<file path="src/rtl/exec_unit.sv">
// exec_unit: multi-cycle execute stage with a one-bit-per-cycle shifter.
//
// A request is accepted only in IDLE (start=1). It then passes through EXEC, through SHIFT
// for non-zero shift amounts, and through a single WB cycle in which done is pulsed.
// write is pulsed in WB together with dr/wrData when the result goes to the register bank.
// err is pulsed with done for an illegal opcode or an out-of-range destination.
// Flags {C,V,Z,S} are registered and held between operations.
//
// Ports:
//   clk, reset          clock, asynchronous active-high reset
//   start               request, sampled only in IDLE
//   opcode, a, b, dr_in operation, operands, destination index
//   busy                high in every state except IDLE
//   write, dr, wrData   register-bank write strobe, index and data
//   done, err           completion pulse and error pulse
//   flags               {C,V,Z,S}
module exec_unit #(
    parameter int unsigned DATA_W   = 32,
    parameter int unsigned NUM_REGS = 18
) (
    input  logic              clk,
    input  logic              reset,
    input  logic              start,
    input  logic [3:0]        opcode,
    input  logic [DATA_W-1:0] a,
    input  logic [DATA_W-1:0] b,
    input  logic [4:0]        dr_in,
    output logic              busy,
    output logic              write,
    output logic [4:0]        dr,
    output logic [DATA_W-1:0] wrData,
    output logic              done,
    output logic              err,
    output logic [3:0]        flags
);

    localparam logic [3:0] OpAdd = 4'd0;
    localparam logic [3:0] OpSub = 4'd1;
    localparam logic [3:0] OpAnd = 4'd2;
    localparam logic [3:0] OpOr  = 4'd3;
    localparam logic [3:0] OpXor = 4'd4;
    localparam logic [3:0] OpNot = 4'd5;
    localparam logic [3:0] OpSll = 4'd6;
    localparam logic [3:0] OpSrl = 4'd7;
    localparam logic [3:0] OpSra = 4'd8;
    localparam logic [3:0] OpMov = 4'd9;
    localparam logic [3:0] OpCmp = 4'd10;

    typedef enum logic [1:0] {StIdle, StExec, StShift, StWb} state_e;

    state_e            state_q, state_d;
    logic [3:0]        op_q, op_d;
    logic [DATA_W-1:0] a_q, a_d;      // operand A, doubles as the shift register
    logic [DATA_W-1:0] b_q, b_d;
    logic [4:0]        rd_q, rd_d;    // requested destination
    logic [4:0]        cnt_q, cnt_d;
    logic              write_q, write_d;
    logic              done_q, done_d;
    logic              err_q, err_d;
    logic [4:0]        dr_q, dr_d;
    logic [DATA_W-1:0] wrdata_q, wrdata_d;
    logic [3:0]        flags_q, flags_d;

    // Single-cycle ALU
    logic [DATA_W:0]   sum, diff;
    logic [DATA_W-1:0] alu_res;
    logic              alu_c, alu_v;
    logic              is_shift, legal, writes, dr_ok;

    // One-bit shift step
    logic [DATA_W-1:0] sh_next;
    logic              sh_out;

    // Completion values fed into the WB registers
    logic              fin;
    logic [DATA_W-1:0] fin_res;
    logic              fin_c, fin_v;

    always_comb begin
        sum      = {1'b0, a_q} + {1'b0, b_q};
        diff     = {1'b0, a_q} - {1'b0, b_q};
        is_shift = (op_q == OpSll) || (op_q == OpSrl) || (op_q == OpSra);
        legal    = (op_q <= OpCmp);
        writes   = legal && (op_q != OpCmp);
        dr_ok    = (32'(rd_q) < NUM_REGS);

        alu_res = '0;
        alu_c   = 1'b0;
        alu_v   = 1'b0;
        case (op_q)
            OpAdd: begin
                alu_res = sum[DATA_W-1:0];
                alu_c   = sum[DATA_W];
                alu_v   = (a_q[DATA_W-1] == b_q[DATA_W-1]) &&
                          (sum[DATA_W-1] != a_q[DATA_W-1]);
            end
            OpSub, OpCmp: begin
                alu_res = diff[DATA_W-1:0];
                alu_c   = ~diff[DATA_W];  // no borrow means a >= b
                alu_v   = (a_q[DATA_W-1] != b_q[DATA_W-1]) &&
                          (diff[DATA_W-1] != a_q[DATA_W-1]);
            end
            OpAnd: alu_res = a_q & b_q;
            OpOr:  alu_res = a_q | b_q;
            OpXor: alu_res = a_q ^ b_q;
            OpNot: alu_res = ~a_q;
            OpMov: alu_res = b_q;
            OpSll, OpSrl, OpSra: alu_res = a_q;  // only reached for a zero shift
            default: alu_res = '0;
        endcase

        case (op_q)
            OpSrl: begin
                sh_next = {1'b0, a_q[DATA_W-1:1]};
                sh_out  = a_q[0];
            end
            OpSra: begin
                sh_next = {a_q[DATA_W-1], a_q[DATA_W-1:1]};
                sh_out  = a_q[0];
            end
            default: begin
                sh_next = {a_q[DATA_W-2:0], 1'b0};
                sh_out  = a_q[DATA_W-1];
            end
        endcase
    end

    always_comb begin
        state_d  = state_q;
        op_d     = op_q;
        a_d      = a_q;
        b_d      = b_q;
        rd_d     = rd_q;
        cnt_d    = cnt_q;
        write_d  = 1'b0;
        done_d   = 1'b0;
        err_d    = 1'b0;
        dr_d     = dr_q;
        wrdata_d = wrdata_q;
        flags_d  = flags_q;
        fin      = 1'b0;
        fin_res  = '0;
        fin_c    = 1'b0;
        fin_v    = 1'b0;

        case (state_q)
            StIdle: begin
                if (start) begin
                    state_d = StExec;
                    op_d    = opcode;
                    a_d     = a;
                    b_d     = b;
                    rd_d    = dr_in;
                end
            end
            StExec: begin
                if (is_shift && (b_q[4:0] != 5'd0)) begin
                    state_d = StShift;
                    cnt_d   = b_q[4:0];
                end else begin
                    state_d = StWb;
                    fin     = 1'b1;
                    fin_res = alu_res;
                    fin_c   = alu_c;
                    fin_v   = alu_v;
                end
            end
            StShift: begin
                a_d   = sh_next;
                cnt_d = cnt_q - 5'd1;
                // Last step: the bit leaving now is the carry
                if (cnt_q == 5'd1) begin
                    state_d = StWb;
                    fin     = 1'b1;
                    fin_res = sh_next;
                    fin_c   = sh_out;
                end
            end
            StWb: begin
                state_d = StIdle;
            end
            default: begin
                state_d = StIdle;
            end
        endcase

        if (fin) begin
            done_d = 1'b1;
            if (!legal) begin
                err_d = 1'b1;
            end else begin
                flags_d = {fin_c, fin_v, (fin_res == '0), fin_res[DATA_W-1]};
                if (writes) begin
                    if (dr_ok) begin
                        write_d  = 1'b1;
                        dr_d     = rd_q;
                        wrdata_d = fin_res;
                    end else begin
                        err_d = 1'b1;
                    end
                end
            end
        end
    end

    always_ff @(posedge clk or posedge reset) begin
        if (reset) begin
            state_q  <= StIdle;
            op_q     <= '0;
            a_q      <= '0;
            b_q      <= '0;
            rd_q     <= '0;
            cnt_q    <= '0;
            write_q  <= 1'b0;
            done_q   <= 1'b0;
            err_q    <= 1'b0;
            dr_q     <= '0;
            wrdata_q <= '0;
            flags_q  <= '0;
        end else begin
            state_q  <= state_d;
            op_q     <= op_d;
            a_q      <= a_d;
            b_q      <= b_d;
            rd_q     <= rd_d;
            cnt_q    <= cnt_d;
            write_q  <= write_d;
            done_q   <= done_d;
            err_q    <= err_d;
            dr_q     <= dr_d;
            wrdata_q <= wrdata_d;
            flags_q  <= flags_d;
        end
    end

    assign busy   = (state_q != StIdle);
    assign write  = write_q;
    assign done   = done_q;
    assign err    = err_q;
    assign dr     = dr_q;
    assign wrData = wrdata_q;
    assign flags  = flags_q;

endmodule

</file>
<file path="config.mk">
export PLATFORM = sky130hd
export DESIGN_NAME = exec_unit
export DESIGN_NICKNAME = d
export VERILOG_FILES = /design/src/rtl/exec_unit.sv
export SDC_FILE = /design/constraint.sdc
export NUM_CORES = 1
export LEC_CHECK = 0
export ABC_AREA = 1
export CORE_UTILIZATION = 35
export CTS_CLUSTER_SIZE = 10
export DETAILED_ROUTE_END_ITERATION = 8
export PLACE_DENSITY = 0.54
export SYNTH_ARGS = -nofsm -noshare
export SYNTH_HDL_FRONTEND = slang
export SYNTH_SLANG_ARGS = --single-unit
export TNS_END_PERCENT = 50
</file>
<file path="constraint.sdc">
create_clock -name clk -period 7.8 [get_ports clk]
set_clock_uncertainty 0.15 [all_clocks]
set_input_delay 1.17 -clock clk [delete_from_list [all_inputs] [get_ports clk]]
set_output_delay 1.17 -clock clk [all_outputs]
set_load 0.02 [all_outputs]
</file>
* After elaboration in Yosys (flattened, before gate mapping)
Cells that the tools add are included.
W data, S select, Z words.
** Storage, ports and cells
- Bits in registers :: 124
- Input port bits :: 76
- Word-level logic and storage cells :: 99
** Operators by class
- $add $sub $neg :: 3
- Magnitude comparators :: 2
- Eq/ne operators :: 22
- Multiplexer cells :: 33
- Bitwise gates (word level) :: 5
- Reductions and logical operators :: 22
** Operators with widths (count)
- $pmux W32 S8 :: 1
- $pmux W32 S2 :: 3
- $mux W32 :: 3
- $add A32 B32 Y33 :: 1
- $sub A32 B32 Y33 :: 1
- $and A32 B32 Y32 :: 1
- $logic_not A32 Y1 :: 1
- $not A32 Y32 :: 1
- $or A32 B32 Y32 :: 1
- $xor A32 B32 Y32 :: 1
- $mux W1 :: 17
- $eq A4 B3 Y1 const B :: 4
- $eq A4 B4 Y1 const B :: 3
- $pmux W5 S2 :: 1
- $reduce_and A2 Y1 :: 5
- $eq A4 B2 Y1 const B :: 2
- $pmux W1 S2 :: 4
- $pmux W2 S4 :: 1
- $ne A2 B2 Y1 const B :: 3
- $reduce_bool A2 Y1 :: 3
- $eq A5 B1 Y1 const B :: 1
- $lt A5 B5 Y1 const B :: 1
- $mux W5 :: 1
- $reduce_bool A5 Y1 :: 1
- other kinds (17) :: 26

* Depth between registers and ports, before layout
Gate-level depths: netlist of run 1.
- Depth after elaboration :: 7
- Depth in mapped cells :: 21

* Worst setup path before layout of run 1
Ideal clock, no wire load.
- Kind :: flip-flop to flip-flop
- Start point :: register b_q[0]
- End point :: register flags_q[1] (netlist: flags[1])
- Setup time :: 0.078 ns
- Data arrival time :: 2.397 ns
- Slack :: 5.175 ns
- Stages on the path, launching flop included :: 21
- Path buffers :: 0
- Period minus slack after synthesis :: 2.625 ns
- Cells stage by stage :: dfrtp_1 > ha_1 > inv_1 > fa_1 > inv_1 > nand3_1 > nand2_1 > nand2_1 > nand2_1 > nand2_1 > nand2_1 > nand2_1 > nand2_1 > nand2_1 > nand3_1 > nand3_1 > a21boi_0 > nand2_1 > nor2_1 > nand2_1 > o21bai_1
** On the way
- Longest elaborated chain between the ends :: 5
** Ends and longest elaborated chain
- start, declared :: RTL line 54 : logic [DATA_W-1:0] b_q, b_d;
- start signal, assigned :: RTL line 211 : b_q <= '0;
- start signal, assigned :: RTL line 224 : b_q <= b_d;
- $sub A32 B32 Y33 (tied with other cells) :: RTL line 81 : diff = {1'b0, a_q} - {1'b0, b_q};
- $pmux W32 S8 / $logic_and A1 B1 Y1 (equally long branches) :: RTL line 90, 157
- $mux W32 / $mux W1 (equally long branches) :: RTL line 157 : if (is_shift && (b_q[4:0] != 5'd0)) begin
- $pmux W32 S2 / $pmux W1 S2 (equally long branches) :: RTL line 146 : case (state_q)
- $logic_not A32 Y1 / $reduce_and A2 Y1 (equally long branches)
- end signal, assigned :: RTL line 232 : flags_q <= flags_d;
- end, declared :: RTL line 62 : logic [3:0] flags_q, flags_d;
Several ways; a longest one is shown, not always the timed one.
A chain may end at the register's enable or synchronous reset.

* Worst setup path after layout of run 1
- Start point :: register state_q[0]
- End point :: register wrdata_q[6] (netlist: wrData[6])
** On the way
- Longest elaborated chain between the ends :: 3
** Ends and longest elaborated chain
- start, declared :: RTL line 51 : state_e state_q, state_d;
- start signal, assigned :: RTL line 208 : state_q <= StIdle;
- start signal, assigned :: RTL line 221 : state_q <= state_d;
- $eq A2 B2 Y1 / $eq A2 B1 Y1 (equally long branches) :: RTL line 146
- $pmux W1 S2 :: RTL line 146
- $reduce_and A4 Y1 (no source line)
- end signal, assigned :: RTL line 231 : wrdata_q <= wrdata_d;
- end, declared :: RTL line 61 : logic [DATA_W-1:0] wrdata_q, wrdata_d;
Several ways; a longest one is shown, not always the timed one.

==> flow_summary.ini, run 1 <==
[grt]
grt_max_degree = 72
grt_overflow = 0
antenna_found_initial = 0
grt_pass1_wl_um = 86540
grt_pass1_vias = 14210
track_usage = 0.3062

[cts]
cts_sinks = 124
path_clk_slew_ns = 0.07
cts_setup_buffers = 0
clk-insertion-delay-late_ns = 0.46
numCtsBuffers = 17
post_cts_resized = 0
cts_tree = built
htree_levels = 4
cts_buffer_depth = 2
cts_root_buf = clkbuf_16
cts_hold_buf = 0

[synthesis]
synthDistinctLibCells = 46
synth.top_cell.area_share = 0.2385
syn_area_per_cell_um2 = 5.960
seq_area_frac_synth = 0.2385
synth_top_cells_by_area = dfrtp_1, nand2_1, ha_1, inv_1, nor2_1
synth-seq-cells = 124
syn-num-nets = 2371
yosysTopAreaCell = dfrtp_1
synth.cell_area_um2 = 13010
synth_cells = 2183
synth-edff-count = 0
yosysWarnings = 0
ys.flop_type = dfrtp_1
async_flop_share = 1.000

[job]
drv_cap = 0

[sta]
rsz0062_at_grt = false
fmax_mhz = 194.2
fin_crit_sh = 0.6600
relSlewSlack = 0.2087
setup_violations = 0
finalCriticalPeriod_ns = 5.148
hold_ws_ns = 0.3410
finalHoldViolCount = 0
slew_viol_final = 0
worstMarginPinSlew_ns = 1.186
setup_tns_ns = 0

[placed_design]
numPortBuffers = 120
dp_hpwl_um = 44960
routabilityCongestion = 1.038

[critical_path]
critPathSlowestCell = ha_2
path_buf_inv = 3
worstSetupPathType = reg -> reg
crit_family = simple AND/OR/NAND/NOR gates
start_kind = flip-flop
cp-end-kind = flip-flop
cp_data_required_time_ns = 7.95
crit_start = state_q[0]
path_max_fanout = 52
reg2reg_depth = 11
r2r_start = state_q[0]
cp_cell_sequence = inv_1, ha_2, inv_2, nor2_1, nand2_1, o21ai_2, nand2_1, nor2_2, inv_2, nand2_1, o21ai_0
crit_path_frequent_cell = nand2_1
path_depth = 11
ff2ff_setup_slack_ns = 2.65
cp-endpoint = wrData[6]
arrival_ns = 5.30
r2r_end = wrData[6]
max_stage_delay_ns = 0.92

[route]
first_pass_iters = 5
vias = 14760
drt-initial-drc-count = 1365
wl_per_cell_um = 21.22
routed_wl_um = 57850
drc = 0
viasPerCell = 5.415
ant_nets = 0

[power]
vdd_drop_max_mv = 0.2138
power_density_nw_per_um2 = 507.6
power.leakage_nw = 7.815

[finish]
num_antenna_cells = 0
fill_cells = 4058
mostFrequentLayoutCells = nand2_1, inv_1, nor2_1, nand3_1, dfrtp_1
nNetsFinal = 2433
layout_commonest_cell = nand2_1
drive_gt1_frac = 0.03277
syn2layout_area_growth_pct = 16.00

[die]
placementRows = 70
ios = 121
die_area_um2 = 37950
die_y_um = 194.8
start_util = 0.3554
fp.dieW_um = 194.8
core-area_um2 = 36610

[worst_hold_path]
hp-class = reg -> reg

[outcome]
status = finished clean
## tightest hold or removal path: stages, from the launching register on
cell     delay [ns]
dfrtp_1        0.34
nand2_1        0.05
o21ai_0        0.06
## how the worst min path moves through the flow
stage | start | endpoint | depth (start not counted)
4_1_cts | wrData[9] | wrData[9] | 2
2_1_floorplan | rd_q[0] | dr[0] | 2
3_5_place_dp | wrData[9] | wrData[9] | 2
6_report | wrData[9] | wrData[9] | 2
3_3_place_gp | wrData[27] | wrData[27] | 2
5_1_grt | wrData[9] | wrData[9] | 2
## per-layer routing
metal,global-route usage,up-vias,part of all wire
li1,-,7099,-
met1,0.4100,6942,0.44
met2,0.4967,607,0.45
met3,0.04217,113,0.067
met4,0.1210,0,0.038
met5,0,-,0
## cell usage after synthesis (4+ instances only)
master	number
nand2_1	673
inv_1	330
nor2_1	237
nand3_1	174
dfrtp_1	124
o21ai_0	117
ha_1	110
a21oi_1	104
o22ai_1	74
buf_2	41
clkbuf_1	34
nand4_1	28
nor3_1	20
a31oi_1	14
o211ai_1	11
inv_2	8
o21a_1	7
o21ai_1	6
o21bai_1	6
a21boi_1	5
nand2_2	5
o2111ai_1	5
and2_1	4
nor2_2	4
## cell type report
type	count	area, µm²	area share
clock inverters	15	175.2	0.01161
well taps	468	585.6	0.03880
repair buffers	128	1261	0.08356
clock buffers	17	425.4	0.02819
inverters	342	1290	0.08547
multi-input cells	1632	8253	0.5468
flip-flops and latches	124	3103	0.2056
## sequential cells by signal, summed over array words and instances (netlist names)
| register | flops |
|---|---|
| write | 1 |
| dr | 5 |
| flags | 4 |
| a_q | 32 |
| done | 1 |
| err | 1 |
| cnt_q | 5 |
| state_q | 2 |
| op_q | 4 |
| rd_q | 5 |
| b_q | 32 |
| wrData | 32 |
## logic make-up (layout without fill, tap and decap cells)
family                     after synthesis  in the layout  synth area share
and+or+nand+nor                       1155           1155            0.3624
buffers and inverters                  427            502            0.1300
AOI/OAI and AO/OA                      360            360            0.1566
DFF                                    124            124            0.2385
adders and majority gates              112            112            0.1089
xor gates and xnor gates                 4              4          0.002693
muxes                                    1              1         0.0008654
## power by group
group	total (mW)	internal [mW]	switching, mW
registers	1.25	0.912	0.340
clock network	0.856	0.458	0.398
logic	5.55	1.59	3.97
total	7.66	2.96	4.71
## through the flow
stage               instance area (µm²)    util  cells  setup slack, ns  total power [mW]
global route                      15090  0.4123   2726            2.132             8.275
floorplan                         13010       -   2183            3.181             4.795
global placement                  14490  0.3959   2694            2.943             6.656
detailed placement                14490  0.3959   2694            2.699             6.658
finish                            15090  0.4123   2726            2.652             7.661
CTS                               15090  0.4123   2726            2.683             7.548
Power figures use the tool's default switching activity.
==> run 2, diff against run 1 <==
- PLACE_DENSITY: 0.54 -> 0.56
- clock period: 7.8 -> 4.14 ns (I/O delays scaled with it)
==> flow_summary.ini, run 2 (same netlist as run 1, synthesis figures left out) <==
[outcome]
status = finished clean

[finish]
nNetsFinal = 2457
drive_gt1_frac = 0.04207
num_antenna_cells = 0
layout_commonest_cell = nand2_1
syn2layout_area_growth_pct = 17.31
mostFrequentLayoutCells = nand2_1, inv_1, nor2_1, nand3_1, dfrtp_1
finalNonFillerCells = 2750

[grt]
grt_pass1_vias = 14820
met1_usage = 0.4419
met3_usage = 0.05240
grt_overflow = 0
grt_busiest_layer = met2
grt_pass1_wl_um = 92630
antenna_found_initial = 1
use_met2 = 0.5291
grt_max_degree = 76
track_usage = 0.3294

[placed_design]
place_inst = 2718
dp_hpwl_um = 48730
routabilityCongestion = 1.017
post-place-ws_ns = 0.3538
numPortBuffers = 120

[power]
power.leakage_nw = 7.925
power_density_nw_per_um2 = 970.7
vdd_drop_max_mv = 0.4463

[die]
ios = 121
die_area_um2 = 37950
placementRows = 70
fp.dieW_um = 194.8
start_util = 0.3554
die_y_um = 194.8
core-area_um2 = 36610

[sta]
worstMarginPinSlew_ns = 0.8610
relSlewSlack = 0.4200
slew_viol_final = 0
setup_tns_ns = 0
finalCriticalPeriod_ns = 3.893
fmax_mhz = 256.9
setup_violations = 0
hold_ws_ns = 0.3268
finalHoldViolCount = 0
timing.final.ws_setup_ns = 0.2475
rsz0062_at_grt = false
fin_crit_sh = 0.9402

[route]
drc = 0
viasPerCell = 5.538
first_pass_iters = 5
wl_per_cell_um = 22.66
drt-initial-drc-count = 1691
routed_wl_um = 62320
ant_nets = 0
vias = 15230

[critical_path]
path_max_fanout = 6
cp_data_required_time_ns = 4.37
arrival_ns = 4.12
start_kind = flip-flop
worstSetupPathType = reg -> reg
cp-end-kind = flip-flop

[cts]
cts_setup_buffers = 0
cts_tree = built
cts_sinks = 124
cts_root_buf = clkbuf_16
cts_hold_buf = 0
path_clk_slew_ns = 0.07
numCtsBuffers = 17
clk-insertion-delay-late_ns = 0.45
htree_levels = 4
cts_buffer_depth = 2
post_cts_resized = 0

[worst_hold_path]
hp-class = reg -> reg

[job]
drv_cap = 0
run 2: changes by cell type in the layout (fill, tap and decap cells not counted), sizes merged:
cell and change:
clkinv +2, clkinvlp +2, buf +24, inv -5
clkbuf +1
run 2: final timing paths:
path | start | endpoint | slack [ns] | depth (start not counted)
worst min-delay path | rd_q[0] | dr[0] | 0.33 | 2
max in group asynchronous | reset | b_q[11] | 2.56 | 3
worst max-delay path | b_q[0] | flags[1] | 0.25 | 20
worst min register to register | rd_q[0] | dr[0] | 0.33 | 2
min in group asynchronous | reset | rd_q[0] | 0.43 | 2
worst max register to register | b_q[0] | flags[1] | 0.25 | 20
run 2: routing by layer:
| metal | wire length [µm] | up-vias |
|---|---|---|
| met1 | 26650 | 7167 |
| met4 | 2268 | 2 |
| li1 | - | 7124 |
| met3 | 5353 | 118 |
| met5 | 12 | - |
| met2 | 28040 | 818 |
run 2: power breakdown:
| group | leakage, nW | total (mW) | internal, mW | switching (mW) |
|---|---|---|---|---|
| logic | 6.15 | 11.0 | 3.10 | 7.88 |
| clock network | 0.273 | 1.54 | 0.853 | 0.690 |
| registers | 1.50 | 2.29 | 1.72 | 0.566 |
| total | 7.93 | 14.8 | 5.68 | 9.14 |
run 2: critical path, stage by stage, from the launching register on:
cell      delay [ns]
dfrtp_1         0.49
ha_1            0.41
inv_1           0.10
fa_1            0.40
inv_1           0.15
nand3_1         0.11
nand2_1         0.17
nand2_1         0.09
nand2_1         0.15
nand2_1         0.09
nand2_1         0.20
nand2_1         0.12
nand2_1         0.08
nand2_1         0.04
nand3_1         0.09
nand3_1         0.10
a21boi_0        0.45
nand2_1         0.10
nor2_1          0.12
nand2_1         0.07
o21bai_1        0.13
run 2: final cells by class:
cell class                 instances  area, µm²
clock buffer                      18      439.2
clock inverter                    14      136.4
fill                            4077      21350
inverter                         342       1290
multi-input combinational       1632       8243
sequential                       124       3103
tap                              468      585.6
timing repair buffer             152       1466
run 2: metrics by stage:
step / util / total power [mW] / instance area (µm²)
final: 0.4169 / 14.82 / 15260
after global routing: 0.4169 / 15.90 / 15260
after CTS: 0.4169 / 14.50 / 15260
after detailed placement: 0.4012 / 12.90 / 14690
after global placement: 0.4012 / 12.95 / 14690
after floorplan: - / 9.033 / 13010
==> run 3, diff against run 2 <==
- CORE_UTILIZATION: 35 -> 50
- PLACE_DENSITY: 0.56 -> 0.75
- SLEW_MARGIN: unset -> 10
==> flow_summary.ini, run 3 (same netlist as run 1, synthesis figures left out) <==
[outcome]
status = finished clean

[sta]
hold_ws_ns = 0.3357
fin_crit_sh = 0.9345
finalHoldViolCount = 0
fmax_mhz = 258.5
setup_violations = 0
relSlewSlack = 0.3171
setup_tns_ns = 0
slew_viol_final = 0
timing.final.ws_setup_ns = 0.2710
worstMarginPinSlew_ns = 1.022
rsz0062_at_grt = false
finalCriticalPeriod_ns = 3.869

[die]
start_util = 0.5137
fp.dieW_um = 163.3
core-area_um2 = 25330
die_y_um = 163.3
die_area_um2 = 26670
ios = 121
placementRows = 58

[power]
clkPwrFrac = 0.107
power.leakage_nw = 7.904
seqPwrFrac = 0.155
intPower_mw = 5.598
vdd_drop_max_mv = 0.4853
power_density_nw_per_um2 = 973.9
combinationalPowerShare = 0.737
switchingPower_mw = 9.062
p_sw_frac = 0.6181

[placed_design]
numPortBuffers = 120
routabilityCongestion = 1.098
post-place-ws_ns = 0.4647
dp_hpwl_um = 44080

[critical_path]
r2r_start = b_q[0]
r2r_end = flags[1]
path_max_fanout = 6
cp_data_required_time_ns = 4.36
cp-end-kind = flip-flop
worstSetupPathType = reg -> reg
arrival_ns = 4.08
ff2ff_setup_slack_ns = 0.27
start_kind = flip-flop
reg2reg_depth = 20

[finish]
mostFrequentLayoutCells = nand2_1, inv_1, nor2_1, nand3_1, dfrtp_1
drive_gt1_frac = 0.04040
nNetsFinal = 2452
syn2layout_area_growth_pct = 15.69
layout_commonest_cell = nand2_1

[cts]
numCtsBuffers = 17
cts_buffer_depth = 2
htree_levels = 4
cts_root_buf = clkbuf_16
cts_hold_buf = 0
cts_tree = built
cts_sinks = 124
clk-insertion-delay-late_ns = 0.45
cts_setup_buffers = 0
post_cts_resized = 0
path_clk_slew_ns = 0.07

[worst_hold_path]
worstHoldPathCells = 2
hp-class = reg -> reg
whs_endpoint = wrData[0]
hp-start = wrData[0]

[route]
drt-initial-drc-count = 2185
wl_per_cell_um = 22.05
routed_wl_um = 57510
vias = 15560
drc = 0
first_pass_iters = 6
viasPerCell = 5.965
ant_nets = 0

[grt]
grt_max_degree = 93
grt_pass1_wl_um = 85400
antenna_found_initial = 2
grt_pass1_vias = 14450
grt_overflow = 0
track_usage = 0.4338

[job]
drv_cap = 0
run 3: critical path, stage by stage (launching register included):
cell      delay, ns
dfrtp_1        0.46
ha_1           0.35
inv_1          0.09
fa_1           0.39
inv_1          0.25
nand3_1        0.14
nand2_1        0.19
nand2_1        0.15
nand2_1        0.25
nand2_1        0.11
nand2_1        0.16
nand2_1        0.09
nand2_1        0.06
nand2_1        0.04
nand3_1        0.09
nand3_1        0.11
a21boi_0       0.29
nand2_1        0.09
nor2_1         0.10
nand2_1        0.07
o21bai_1       0.15
run 3: layout make-up:
type | count | area [µm²]
tap | 330 | 412.9
clock buffer | 17 | 425.4
timing repair buffer | 147 | 1429
fill | 2555 | 10270
clock inverter | 15 | 147.6
antenna | 1 | 2.502
multi-input combinational | 1632 | 8245
inverter | 342 | 1287
sequential | 124 | 3103
run 3: stage by stage:
step	area, µm²	total power [mW]	utilization	std cells
2_1_floorplan	13010	9.033	-	2183
3_3_place_gp	14480	12.43	0.5716	2575
3_5_place_dp	14480	12.50	0.5716	2575
4_1_cts	15050	14.11	0.5943	2607
5_1_grt	15050	15.56	0.5943	2607
6_report	15050	14.66	0.5944	2608
run 3: metal layers:
layer	GRT usage	wire length, µm
met1	0.6165	23830
met3	0.1089	7838
met5	0	13
met2	0.6208	23480
met4	0.1729	2339
run 3: worst max path at each step:
stage	start	end	slack, ns
final	b_q[0]	flags[1]	0.27
after global routing	b_q[0]	flags[1]	0.09
after CTS	b_q[0]	flags[1]	0.47
after detailed placement	b_q[0]	flags[1]	0.46
after global placement	b_q[0]	flags[1]	0.49
after floorplan	reset	a_q[0]	0.07
run 3: power groups by stage:
| stage | Clock (mW) | Sequential (mW) | Combinational [mW] |
|---|---|---|---|
| CTS | 1.56 | 2.24 | 10.3 |
| detailed placement | 0 | 2.26 | 10.2 |
| floorplan | 0 | 2.24 | 6.80 |
| finish | 1.57 | 2.28 | 10.8 |
| global placement | 0 | 2.23 | 10.2 |
| global route | 1.60 | 2.32 | 11.6 |
